`config.mk`:
```
export PLATFORM = sky130hd
export DESIGN_NAME = dmem_arbiter
export DESIGN_NICKNAME = d
export VERILOG_FILES = /design/src/rtl/dmem_arb_pkg.sv /design/src/rtl/dmem_req_check.sv /design/src/rtl/dmem_arbiter.sv
export SDC_FILE = /design/constraint.sdc
export NUM_CORES = 1
export LEC_CHECK = 0
export ABC_CLOCK_PERIOD_IN_PS = 3330
export BUFFER_PORTS_ARGS = -buffer_cell sky130_fd_sc_hd__clkbuf_2
export CAP_MARGIN = 20
export CORE_MARGIN = 3
export CORE_UTILIZATION = 30
export DETAILED_ROUTE_END_ITERATION = 7
export GPL_ROUTABILITY_DRIVEN = 0
export SETUP_SLACK_MARGIN = 0.15
export SLEW_MARGIN = 20
export SYNTH_ARGS = -nofsm -noshare
export SYNTH_HDL_FRONTEND = slang
export SYNTH_SLANG_ARGS = --single-unit
```
`constraint.sdc`:
```
create_clock -name clk -period 3.33 [get_ports clk]
set_input_delay 0.8325 -clock clk [delete_from_list [all_inputs] [get_ports clk]]
set_output_delay 0.8325 -clock clk [all_outputs]
set_load 0.05 [all_outputs]
```
`src/rtl/dmem_arb_pkg.sv`:
```
// Shared types and constants for the data-memory arbiter.
// Widths, FSM states, Funct3 codes and the request bundle.
package dmem_arb_pkg;

  localparam int DM_ADDRESS = 9;
  localparam int DATA_W     = 32;

  typedef enum logic [1:0] {
    S_IDLE,
    S_ACCESS,
    S_RESP
  } state_e;

  localparam logic [2:0] F3_LB  = 3'b000;
  localparam logic [2:0] F3_LH  = 3'b001;
  localparam logic [2:0] F3_LW  = 3'b010;
  localparam logic [2:0] F3_LBU = 3'b100;
  localparam logic [2:0] F3_LHU = 3'b101;
  localparam logic [2:0] F3_SB  = 3'b000;
  localparam logic [2:0] F3_SW  = 3'b010;

  typedef struct packed {
    logic                  we;
    logic [DM_ADDRESS-1:0] addr;
    logic [DATA_W-1:0]     wdata;
    logic [2:0]            funct3;
  } mem_req_t;

endpackage

```
`src/rtl/dmem_req_check.sv`:
```
// Legality and alignment check for one memory request.
// Pure combinational; err_o flags illegal width or misalignment.
module dmem_req_check
  import dmem_arb_pkg::*;
(
  input  logic                  we_i,
  input  logic [DM_ADDRESS-1:0] addr_i,
  input  logic [2:0]            funct3_i,
  output logic                  err_o
);

  logic illegal;
  logic misal;

  // Stores only support SB/SW; loads reject the unused codes.
  always_comb begin
    illegal = 1'b0;
    misal   = 1'b0;
    if (we_i) begin
      illegal = !((funct3_i == F3_SB) ||
                  (funct3_i == F3_SW));
    end else begin
      illegal = (funct3_i == 3'b011) ||
                (funct3_i == 3'b110) ||
                (funct3_i == 3'b111);
    end
    case (funct3_i)
      F3_LW:         misal = |addr_i[1:0];
      F3_LH, F3_LHU: misal = addr_i[0];
      default:       misal = 1'b0;
    endcase
    err_o = illegal | misal;
  end

endmodule

```
`src/rtl/dmem_arbiter.sv`:
```
// Two-port round-robin arbiter and sequencer for the data memory.
// One request per 3 cycles: IDLE handshake, ACCESS strobe, RESP.
module dmem_arbiter
  import dmem_arb_pkg::*;
(
  input  logic                  clk,
  input  logic                  reset,
  input  logic                  req0_valid,
  output logic                  req0_ready,
  input  logic                  req0_we,
  input  logic [DM_ADDRESS-1:0] req0_addr,
  input  logic [DATA_W-1:0]     req0_wdata,
  input  logic [2:0]            req0_funct3,
  output logic                  resp0_valid,
  output logic [DATA_W-1:0]     resp0_rdata,
  output logic                  resp0_err,
  input  logic                  req1_valid,
  output logic                  req1_ready,
  input  logic                  req1_we,
  input  logic [DM_ADDRESS-1:0] req1_addr,
  input  logic [DATA_W-1:0]     req1_wdata,
  input  logic [2:0]            req1_funct3,
  output logic                  resp1_valid,
  output logic [DATA_W-1:0]     resp1_rdata,
  output logic                  resp1_err,
  output logic                  mem_read,
  output logic                  mem_write,
  output logic [DM_ADDRESS-1:0] mem_a,
  output logic [DATA_W-1:0]     mem_wd,
  output logic [2:0]            mem_funct3,
  input  logic [DATA_W-1:0]     mem_rd
);

  state_e            state_q, state_d;
  logic              last_q, last_d;
  mem_req_t          req_q, req_d;
  logic              id_q, id_d;
  logic              err_q, err_d;
  logic              rd_q, rd_d;
  logic              wr_q, wr_d;
  logic              rvld_q, rvld_d;
  logic [DATA_W-1:0] rdata_q, rdata_d;

  logic     idle;
  logic     gnt;
  logic     hs;
  logic     gnt_err;
  mem_req_t gnt_req;

  // Round-robin grant: on a tie, serve whoever was not served last.
  always_comb begin
    idle = (state_q == S_IDLE);
    if (req0_valid && req1_valid) begin
      gnt = !last_q;
    end else begin
      gnt = req1_valid;
    end
    hs = idle && (req0_valid || req1_valid);
    if (gnt) begin
      gnt_req = '{req1_we, req1_addr,
                  req1_wdata, req1_funct3};
    end else begin
      gnt_req = '{req0_we, req0_addr,
                  req0_wdata, req0_funct3};
    end
  end

  assign req0_ready = idle && req0_valid && !gnt;
  assign req1_ready = idle && req1_valid && gnt;

  dmem_req_check u_check (
    .we_i     (gnt_req.we),
    .addr_i   (gnt_req.addr),
    .funct3_i (gnt_req.funct3),
    .err_o    (gnt_err)
  );

  // Next-state logic: capture on handshake, strobe, then respond.
  always_comb begin
    state_d = state_q;
    last_d  = last_q;
    req_d   = req_q;
    id_d    = id_q;
    err_d   = err_q;
    rd_d    = 1'b0;
    wr_d    = 1'b0;
    rvld_d  = 1'b0;
    rdata_d = rdata_q;
    unique case (state_q)
      S_IDLE: begin
        if (hs) begin
          state_d = S_ACCESS;
          last_d  = gnt;
          req_d   = gnt_req;
          id_d    = gnt;
          err_d   = gnt_err;
          rd_d    = !gnt_req.we && !gnt_err;
          wr_d    = gnt_req.we && !gnt_err;
        end
      end
      S_ACCESS: begin
        state_d = S_RESP;
        rvld_d  = 1'b1;
        if (rd_q && !req_q.we) begin
          rdata_d = mem_rd;
        end else begin
          rdata_d = '0;
        end
      end
      S_RESP: begin
        state_d = S_IDLE;
      end
      default: begin
        state_d = S_IDLE;
      end
    endcase
  end

  // State registers with synchronous reset.
  always_ff @(posedge clk) begin
    if (reset) begin
      state_q <= S_IDLE;
      last_q  <= 1'b1;
      req_q   <= '0;
      id_q    <= 1'b0;
      err_q   <= 1'b0;
      rd_q    <= 1'b0;
      wr_q    <= 1'b0;
      rvld_q  <= 1'b0;
      rdata_q <= '0;
    end else begin
      state_q <= state_d;
      last_q  <= last_d;
      req_q   <= req_d;
      id_q    <= id_d;
      err_q   <= err_d;
      rd_q    <= rd_d;
      wr_q    <= wr_d;
      rvld_q  <= rvld_d;
      rdata_q <= rdata_d;
    end
  end

  assign mem_read   = rd_q;
  assign mem_write  = wr_q;
  assign mem_a      = req_q.addr;
  assign mem_wd     = req_q.wdata;
  assign mem_funct3 = req_q.funct3;

  assign resp0_valid = rvld_q && !id_q;
  assign resp1_valid = rvld_q && id_q;
  assign resp0_err   = resp0_valid && err_q;
  assign resp1_err   = resp1_valid && err_q;
  assign resp0_rdata = resp0_valid ? rdata_q : '0;
  assign resp1_rdata = resp1_valid ? rdata_q : '0;

endmodule

```
# Word-level counts from Yosys, hierarchy flattened

Index checks and enable logic that the tools add are counted.

Register bits: 85
Input bits: 126
Output and inout bits: 116
Word-level logic and storage cells: 63

Eq/ne operators: 8
Muxes and demuxes: 10
Bitwise gates (word level): 3
Reduce and logical (&&, ||, !) cells: 30

Operator list:

| kind                                                                    | number |
|---|---|
| 32-bit 2-to-1 mux                                                       | 3 |
| 45-bit 2-to-1 mux                                                       | 1 |
| 1-bit logical AND                                                       | 13 |
| 3-bit equality test, second input constant                              | 3 |
| 1-bit zero test                                                         | 7 |
| 3-bit by 2-bit equality test with 1-bit output, second input constant   | 2 |
| 1-bit logical OR                                                        | 4 |
| 2-bit case mux with 2 select lines                                      | 1 |
| 2-bit OR reduction                                                      | 2 |
| 3-bit by 1-bit equality test with 1-bit output, second input constant   | 1 |
| 3-bit zero test                                                         | 1 |
| 1-bit 2-to-1 mux                                                        | 3 |
| 3-bit OR reduction                                                      | 1 |
| 2-bit by 1-bit equality test with 1-bit output, second input constant   | 1 |
| 2-bit zero test                                                         | 1 |
| 2-bit 2-to-1 mux                                                        | 1 |
| 2-bit by 1-bit inequality test with 1-bit output, second input constant | 1 |
| 1-bit NOT                                                               | 2 |
| 1-bit case mux with 2 select lines                                      | 1 |
| 2-bit AND reduction                                                     | 1 |
| 1-bit OR                                                                | 1 |

# Logic depth before layout (Yosys ltp)

Gate-level depths: netlist (run 1).

Depth in word-level cells: 10
Depth in mapped cells: 6
Gate-level depth less buffers: 4

# Hierarchy

A second synthesis (run 1) with hierarchy kept.

Cell total of the unflattened synthesis: 532
Area total of the unflattened synthesis: 4249.1 um2

Modules (own cells, without submodules):

| module         | instances | cells an instance | area each (um2) | seq. area each (um2) |
|---|---|---|---|---|
| dmem_arbiter   | 1         | 528               | 4222.8          | 1701.6 |
| dmem_req_check | 1         | 4                 | 26.3            | 0.0 |

# Worst setup path after synthesis (run 1)

OpenSTA, ideal clock, no wires.

Kind: input -> output
Start point: in req1_valid
End point: out req1_ready
Arrival: 2.370 ns
Required time: 2.497 ns
Path slack: 0.128 ns
Stages on the path: 3
Path buffers: 1
Cell sequence: a21bo_2 -> buf_2 -> nor3_1

Longest elaborated chain between the ends: 3
Elaborated cells between the ends (all ways): 4
Those cells by class: mux (1); reduce/logical (3)

RTL lines:

| what                  | line               | source |
|---|---|---|
| start, declared       | dmem_arbiter.sv:17 | `input logic req1_valid,` |
| 1-bit logical AND     | dmem_arbiter.sv:53 | `if (req0_valid && req1_valid) begin` |
| 1-bit 2-to-1 mux      | dmem_arbiter.sv:53 |  |
| 1-bit logical AND (*) | dmem_arbiter.sv:69 | `assign req1_ready = idle && req1_valid && gnt;` |
| end, declared         | dmem_arbiter.sv:18 | `output logic req1_ready,` |

Mark *: on every way between the ends. The rest lies on a longest branch, timed or not.

# Worst setup path after layout (run 1)

Start point: in req0_valid
End point: out req1_ready

Longest elaborated chain between the ends: 3

RTL lines:

| what              | line               | source |
|---|---|---|
| start, declared   | dmem_arbiter.sv:8  | `input logic req0_valid,` |
| 1-bit logical AND | dmem_arbiter.sv:53 |  |
| 1-bit 2-to-1 mux  | dmem_arbiter.sv:53 |  |
| 1-bit logical AND | dmem_arbiter.sv:69 |  |

No other way between the ends.

==> reports/metrics.yaml, run 1 <==
grt_pass1_wl_um: 19300
place_ws_ns: 0.779
synth_area_mm2: 0.00413
drive_above_1_share_pct: 39.9
whs_endpoint: "mem_wd[1]"
synth_common_cells: "nand2_1, dfxtp_1, nor2_1"
clock_tree.root_cell: "clkbuf_16"
grt_use_total_pct: 16.2
max-clock-path-buffers: 2
status: "completed"
core_area_mm2: 0.0133
ys.flop_type: "dfxtp_1"
synthArstFlopShare_pct: 0
post-synth-top-area-fraction_pct: 41.2
nNetsFinal: 813
htree_levels: 3
reg2reg_depth: 4
via_count: 4249
fin_crit_sh_pct: 76.1
grt_max_degree: 52
leakagePower_nw: 2.75
slowest_stage: "clkbuf_2"
drtAntennaViolNets: 0
max_freq_ghz: 0.395
setup_violations: 0
io_pins: 242
cp_common_cell: "clkbuf_2"
critPathCaptureType: "output pin"
min_period_ns: 2.53
grt_remaining_overflow: 0
fin_tns_setup_ns: 0
grt_pass1_vias: 3924
min_from: "mem_wd[1]"
maxCapViolCount: 0
die_width_um: 123
first_pass_iters: 4
synth_cell_types: 30
ctsHoldBuffers: 0
syn_inst: 513
timing.critical_path.cells: "clkbuf_2, a21bo_2, nor3_2, clkbuf_2"
hold_depth: 2
clk_latency_ns: 0.34
worstSetupPathType: "in -> out"
hold_viol_final: 0
max_slew_margin_pct: 42.2
postCtsSetupBuffers: 0
timing.rr.start: "last_q"
r2r_end: "mem_read"
grt_setup_unrepaired: "false"
die_area_mm2: 0.0152
yosys_warnings: 0
cpPeakStageDelay_ns: 0.32
rows: 42
hp-class: "reg -> reg"
antenna_found_initial: 0
post-route-util_pct: 40.7
yosysMostFrequentCell: "nand2_1"
r2r_setup_slack_ns: 1.41
synth_seq_cells: 85
synth-seq-area-share_pct: 41.2
io_buffers: 241
cts_resized: 0
cp.arrival_ns: 1.70
yosysTopAreaCell: "dfxtp_1"
tightest_slew_ns: 0.858
clk_pin_slew_ns: 0.06
wl_per_cell_um: 15.1
synth_area_leaders: "dfxtp_1, a311oi_1, buf_4, nand2_1, nor2_1"
synth_edf_count: 0
cp-start-kind: "input pin"
vias_per_cell: 4.90
crit_required_ns: 2.50
die-height_um: 123
syn-num-nets: 639
cts-buffers-inserted: 9
syn_avg_cell_area_um2: 8.05
powerDensity_mw_per_mm2: 504
ir_drop_mv: 0.200
fin_worst_skew_ns: 0.00523
drt_wl_total_um: 13100
cts.sinks: 85
final_max_slew_viol_count: 0
hpwl_um: 9790
crit_path_max_fanout: 5
setup_ws_ns: 0.796
start_util_pct: 30.9
first_iter_violations: 174
cts_tree: "yes"
drc: 0
areaGrowthSynthToFinish_pct: 31.7
antenna_cells: 0
## worst max-delay path: cells and delay by family
family	cells	cell delay (ns)
AOI/OAI and AO/OA	1	0.25
and+or+nand+nor	1	0.17
buffers and inverters	2	0.45
## where the power goes
part	switching, mW	total (mW)	leakage (nW)	internal, mW
Clock	0.413	0.939	0.128	0.526
Sequential	0.0434	1.13	0.698	1.09
Combinational	0.476	0.666	1.93	0.190
## registers in the layout, summed over array words and instances, names as in the netlist, 2 cells and up
register    count
mem_wd         32
rdata_q        32
mem_a           9
mem_funct3      3
state_q         2
## cells in the final DEF (no fill, tap or decap), types with 2 or more instances in the layout
cell	n
clkbuf_16	9
nor4_1	2
dfxtp_1	85
a311oi_1	44
a211oi_1	2
nand2_1	88
buf_4	9
clkinvlp_4	3
and3_1	34
a22oi_1	32
nor2_1	82
a211o_1	2
o21ai_0	3
and2_1	34
buf_12	2
clkbuf_2	240
## layer usage
metal  routed length [um]  GRT usage, %  vias up
li1                     -             -     2076
met1                 5610          20.2     1948
met2                 6100          26.9      215
met3                 1230          4.35       10
met4                  170          5.81        0
met5                    0             0        -
## cells by family (layout without fill, tap and decap cells)
| family | Yosys count | in the layout | synth area share [%] |
|---|---|---|---|
| compound gates | 90 | 90 | 18.0 |
| buf+inv | 89 | 268 | 12.9 |
| simple gates | 248 | 248 | 27.6 |
| flops | 85 | 85 | 41.2 |
| mux | 1 | 1 | 0.242 |
## stage by stage
stage                     area [um2]  total power [mW]  hold slack [ns]  instances
after CTS                       5440              2.78            0.499        868
after global routing            5440              2.87            0.518        868
after floorplan                 4130              1.70            0.455        513
after detailed placement        5160              1.83            0.490        852
final                           5440              2.74            0.497        868
after global placement          5160              1.81            0.485        852
## how the worst max path moves through the flow
| stage | start | end | slack (ns) | cells past startpoint |
|---|---|---|---|---|
| final | req0_valid | req1_ready | 0.80 | 4 |
| after global routing | req0_valid | req1_ready | 0.70 | 4 |
| after CTS | req0_valid | req1_ready | 0.79 | 4 |
| after detailed placement | req0_valid | mem_read | 0.78 | 5 |
| after global placement | req0_valid | req1_ready | 0.82 | 4 |
| after floorplan | req1_valid | req1_ready | 0.61 | 3 |
## final cells by class
cell class	instances	area, um2
fillers	1365	7910
multi-input cells	339	1920
clock buffers	11	243
well taps	176	220
clock inverters	5	36.3
repair buffers	252	1310
flip-flops and latches	85	1700
Note: power is estimated with default switching activity, not from simulation.
==> inputs of run 2 (changes only) <==
--- a/config.mk
+++ b/config.mk
@@ -5,7 +5,7 @@
 export SDC_FILE = /design/constraint.sdc
 export NUM_CORES = 1
 export LEC_CHECK = 0
-export ABC_CLOCK_PERIOD_IN_PS = 3330
+export ABC_CLOCK_PERIOD_IN_PS = 2100
 export BUFFER_PORTS_ARGS = -buffer_cell sky130_fd_sc_hd__clkbuf_2
 export CAP_MARGIN = 20
 export CORE_MARGIN = 3
==> constraint.sdc (replaced) <==
create_clock -name clk -period 2.1 [get_ports clk]
set_input_delay 0.525 -clock clk [delete_from_list [all_inputs] [get_ports clk]]
set_output_delay 0.525 -clock clk [all_outputs]
set_load 0.05 [all_outputs]
==> reports/metrics.yaml, run 2 (synthesis results as in run 1) <==
status: "completed"
final_max_slew_viol_count: 0
grt_remaining_overflow: 0
first_pass_iters: 5
grt_pass1_vias: 4027
place_inst: 856
p_comb_share_pct: 25.4
p_switching_mw: 1.50
final_cells: 879
cpPeakStageDelay_ns: 0.33
crit_family: "simple AND/OR/NAND/NOR gates"
leakagePower_nw: 2.95
fin_crit_sh_pct: 92.2
start_util_pct: 30.9
io_pins: 242
min_period_ns: 1.94
fin_tns_setup_ns: 0
setup_ws_ns: 0.164
grt_max_degree: 91
cp-start-kind: "register"
ir_drop_mv: 0.379
cts-buffers-inserted: 9
tightest_slew_ns: 0.519
timing.critical_path.cells: "nor2b_4, clkbuf_16, and2_2, clkbuf_8"
power.total_mw: 4.46
io_buffers: 241
crit_path_max_fanout: 9
clock_tree.root_cell: "clkbuf_16"
clkPwrFrac_pct: 34.3
dpl-instance-area_mm2: 0.00533
htree_levels: 3
p_sw_share_pct: 33.7
drc: 0
final_cell_mix: "clkbuf_2, nand2_1, nor2_1, dfxtp_1, a311oi_1"
critPathCaptureType: "output pin"
grt_pass1_wl_um: 20100
grt_setup_unrepaired: "true"
max_freq_ghz: 0.517
crit_required_ns: 1.57
grt_use_total_pct: 16.8
slowest_stage: "dfxtp_2"
hold_viol_final: 0
hp-class: "in -> reg"
via_count: 4333
maxCapViolCount: 0
first_iter_violations: 184
setup_violations: 0
antenna_found_initial: 0
place_ws_ns: 0.128
fin_worst_skew_ns: 0.00566
final_cell_area_mm2: 0.00604
nNetsFinal: 824
fillers: 1285
die_area_mm2: 0.0152
max_slew_margin_pct: 65.4
critPathBufInv: 2
cts.sinks: 85
layout_commonest_cell: "clkbuf_2"
drtAntennaViolNets: 0
p_seq_share_pct: 40.4
power.internal_mw: 2.96
clk_pin_slew_ns: 0.06
holdWs_ns: 0.421
max-clock-path-buffers: 2
worstSetupPathType: "reg -> out"
hpwl_um: 9490
post-route-util_pct: 45.2
drt_wl_total_um: 13700
cts_tree: "yes"
powerDensity_mw_per_mm2: 739
drive_above_1_share_pct: 43.4
cp.arrival_ns: 1.41
rows: 42
core_area_mm2: 0.0133
clk_latency_ns: 0.34
die_width_um: 123
wl_per_cell_um: 15.6
die-height_um: 123
antenna_cells: 0
areaGrowthSynthToFinish_pct: 46.2
vias_per_cell: 4.93
run 2: path summary, 6_finish.rpt:
check,slack [ns],cells past startpoint,startpoint,to
setup / recovery,0.16,4,rvld_q,resp0_rdata[28]
hold / removal,0.42,3,mem_rd[25],rdata_q[25]
setup reg to reg,0.32,6,last_q,mem_read
hold reg to reg,0.49,1,last_q,last_q
run 2: worst min-delay path, cell delays in order:
cell,delay [ns]
clkbuf_2,0.07
a22oi_1,0.05
nor2_1,0.07
run 2: cell type report:
cell class	instances	area, um2	area share (%)
Multi-Input combinational cell	339	1970	32.6
Clock buffer	11	253	4.19
Timing Repair Buffer	263	1850	30.7
Sequential cell	85	1710	28.3
Tap cell	176	220	3.65
Clock inverter	5	35.0	0.580
run 2: power groups by stage:
stage	sequential [mW]	combinational, mW	clock [mW]
floorplan	1.82	0.878	0
global placement	1.83	1.08	0
detailed placement	1.84	1.09	0
CTS	1.80	1.12	1.59
global route	1.82	1.22	1.67
finish	1.80	1.13	1.53
run 2: layer usage:
layer  wire (um)  GRT usage, %  vias up
li1            -             -     2109
met1        5690          20.7     2009
met2        6590          27.7      203
met3        1250          4.76       12
met4         169          6.92        0
met5           0             0        -
run 2: what timing repair did:
| action | in CTS | in global routing |
|---|---|---|
| gates resized for setup | 42 | 115 |
| hold endpoints to repair | 0 | 0 |
| hold buffers | 0 | 0 |
| gates cloned | 1 | 2 |
| pin swaps | 1 | 3 |
| buffers inserted | 1 | 3 |
| endpoints found under the setup margin | 40 | 69 |
==> inputs of run 3 (changes only) <==
--- a/config.mk
+++ b/config.mk
@@ -9,9 +9,10 @@
 export BUFFER_PORTS_ARGS = -buffer_cell sky130_fd_sc_hd__clkbuf_2
 export CAP_MARGIN = 20
 export CORE_MARGIN = 3
-export CORE_UTILIZATION = 30
+export CORE_UTILIZATION = 34
 export DETAILED_ROUTE_END_ITERATION = 7
 export GPL_ROUTABILITY_DRIVEN = 0
+export PLACE_DENSITY = 0.67
 export SETUP_SLACK_MARGIN = 0.15
 export SLEW_MARGIN = 20
 export SYNTH_ARGS = -nofsm -noshare
==> constraint.sdc (replaced) <==
create_clock -name clk -period 2.1 [get_ports clk]
set_input_delay 0.525 -clock clk [delete_from_list [all_inputs] [get_ports clk]]
set_output_delay 0.525 -clock clk [all_outputs]
set_load 0.005 [all_outputs]
==> reports/metrics.yaml, run 3 (synthesis results as in run 1) <==
cts.sinks: 85
start_util_pct: 35.4
hold_viol_final: 0
max_freq_ghz: 0.532
final_cell_area_mm2: 0.00547
final_cell_mix: "clkbuf_2, nand2_1, dfxtp_1"
drt_wl_total_um: 12400
tightest_slew_ns: 0.471
crit_required_ns: 1.57
layout_commonest_cell: "clkbuf_2"
cts-buffers-inserted: 9
power.total_mw: 4.15
postCtsSetupBuffers: 0
timing.rr.start: "last_q"
maxCapViolCount: 0
seqCellArea_mm2: 0.00170
via_count: 4203
wl_per_cell_um: 14.7
die-height_um: 116
whs_endpoint: "rdata_q[7]"
grt_max_degree: 89
io_buffers: 241
leakagePower_nw: 2.79
min_from: "mem_rd[7]"
htree_levels: 3
areaGrowthSynthToFinish_pct: 32.4
die_area_mm2: 0.0135
cts_tree: "yes"
cp-start-kind: "register"
grt_use_total_pct: 17.5
use_met2_pct: 30.1
fillers: 1155
hp-class: "in -> reg"
hpwl_um: 9350
nNetsFinal: 816
final_max_slew_viol_count: 0
grt_setup_unrepaired: "true"
io_pins: 242
grt_pass1_vias: 3916
clk_latency_ns: 0.33
crit_path_max_fanout: 32
max-clock-path-buffers: 2
cts_resized: 0
setup_violations: 0
grt_remaining_overflow: 0
drc: 0
drtAntennaViolNets: 0
r2r_end: "mem_write"
rows: 39
status: "completed"
core_area_mm2: 0.0117
min_period_ns: 1.88
fin_tns_setup_ns: 0
first_iter_violations: 205
worstSetupPathType: "reg -> out"
clk_pin_slew_ns: 0.06
busiest_layer: "met2"
reg2reg_depth: 5
drive_above_1_share_pct: 39.7
grt_pass1_wl_um: 18900
gr-usage-met1_pct: 21.1
die_width_um: 116
first_pass_iters: 5
powerDensity_mw_per_mm2: 759
ctsHoldBuffers: 0
antenna_found_initial: 0
vias_per_cell: 5.02
hold_depth: 3
clock_tree.root_cell: "clkbuf_16"
dpl-instance-area_mm2: 0.00514
ir_drop_mv: 0.383
fin_worst_skew_ns: 0.00522
max_slew_margin_pct: 68.4
antenna_cells: 0
r2r_setup_slack_ns: 0.54
fin_crit_sh_pct: 89.5
grt.met3_usage_pct: 3.32
cp.arrival_ns: 1.35
multi_input_area_mm2: 0.00193
critPathCaptureType: "output pin"
-- run 3: cell count changes in the layout (fill, tap and decap cells not counted), moves of 4 or more --
cell      before  now
clkbuf_2     176  241
buf_6         25    1
and2_4         7    0
buf_12        11    3
and2_2         6    0
buf_2          5    0
buf_8          6    0
and2_1        21   34
clkbuf_8       4    0
clkbuf_4      24    0
-- run 3: power by group --
group | internal, mW | leakage, nW | switching, mW
Combinational | 0.312 | 1.95 | 0.384
Clock | 1.04 | 0.147 | 0.611
Sequential | 1.73 | 0.698 | 0.0683
Total | 3.08 | 2.79 | 1.06
-- run 3: layer usage --
layer | wire length [um] | share of wire (%) | up-vias
li1 | - | - | 2087
met1 | 5180 | 42 | 1968
met2 | 6240 | 50 | 125
met3 | 607 | 4.9 | 23
met4 | 335 | 2.7 | 0
met5 | 0 | 0 | -
-- run 3: worst max-delay path, cell delays in order (launching register included) --
cell and delay, ns:
dfxtp_1 0.39, buf_4 0.29, and3_1 0.21, clkbuf_2 0.12
-- run 3: how the worst max path moves through the flow --
stage	start	slack, ns	cells past startpoint	to
after global placement	req0_valid	0.23	4	req1_ready
final	id_q	0.22	3	resp1_rdata[13]
after floorplan	req1_valid	0.32	4	req0_ready
after global routing	id_q	0.11	3	resp1_rdata[12]
after CTS	id_q	0.18	4	resp0_rdata[12]
after detailed placement	req0_valid	0.18	6	mem_read
-- run 3: per-stage QoR --
stage,hold slack [ns],setup WS (ns),std cells,util (%)
2_1_floorplan,0.455,0.317,513,-
3_3_place_gp,0.486,0.230,822,44.1
3_5_place_dp,0.490,0.179,822,44.1
4_1_cts,0.417,0.181,838,46.8
5_1_grt,0.439,0.107,838,46.9
6_report,0.430,0.220,838,46.9
-- run 3: final cells by class --
cell class / count / share of cell area, %
Timing Repair Buffer: 255 / 24.7
Clock inverter: 4 / 1.33
Clock buffer: 12 / 4.32
Sequential cell: 85 / 31.1
Tap cell: 143 / 3.27
Multi-Input combinational cell: 339 / 35.2
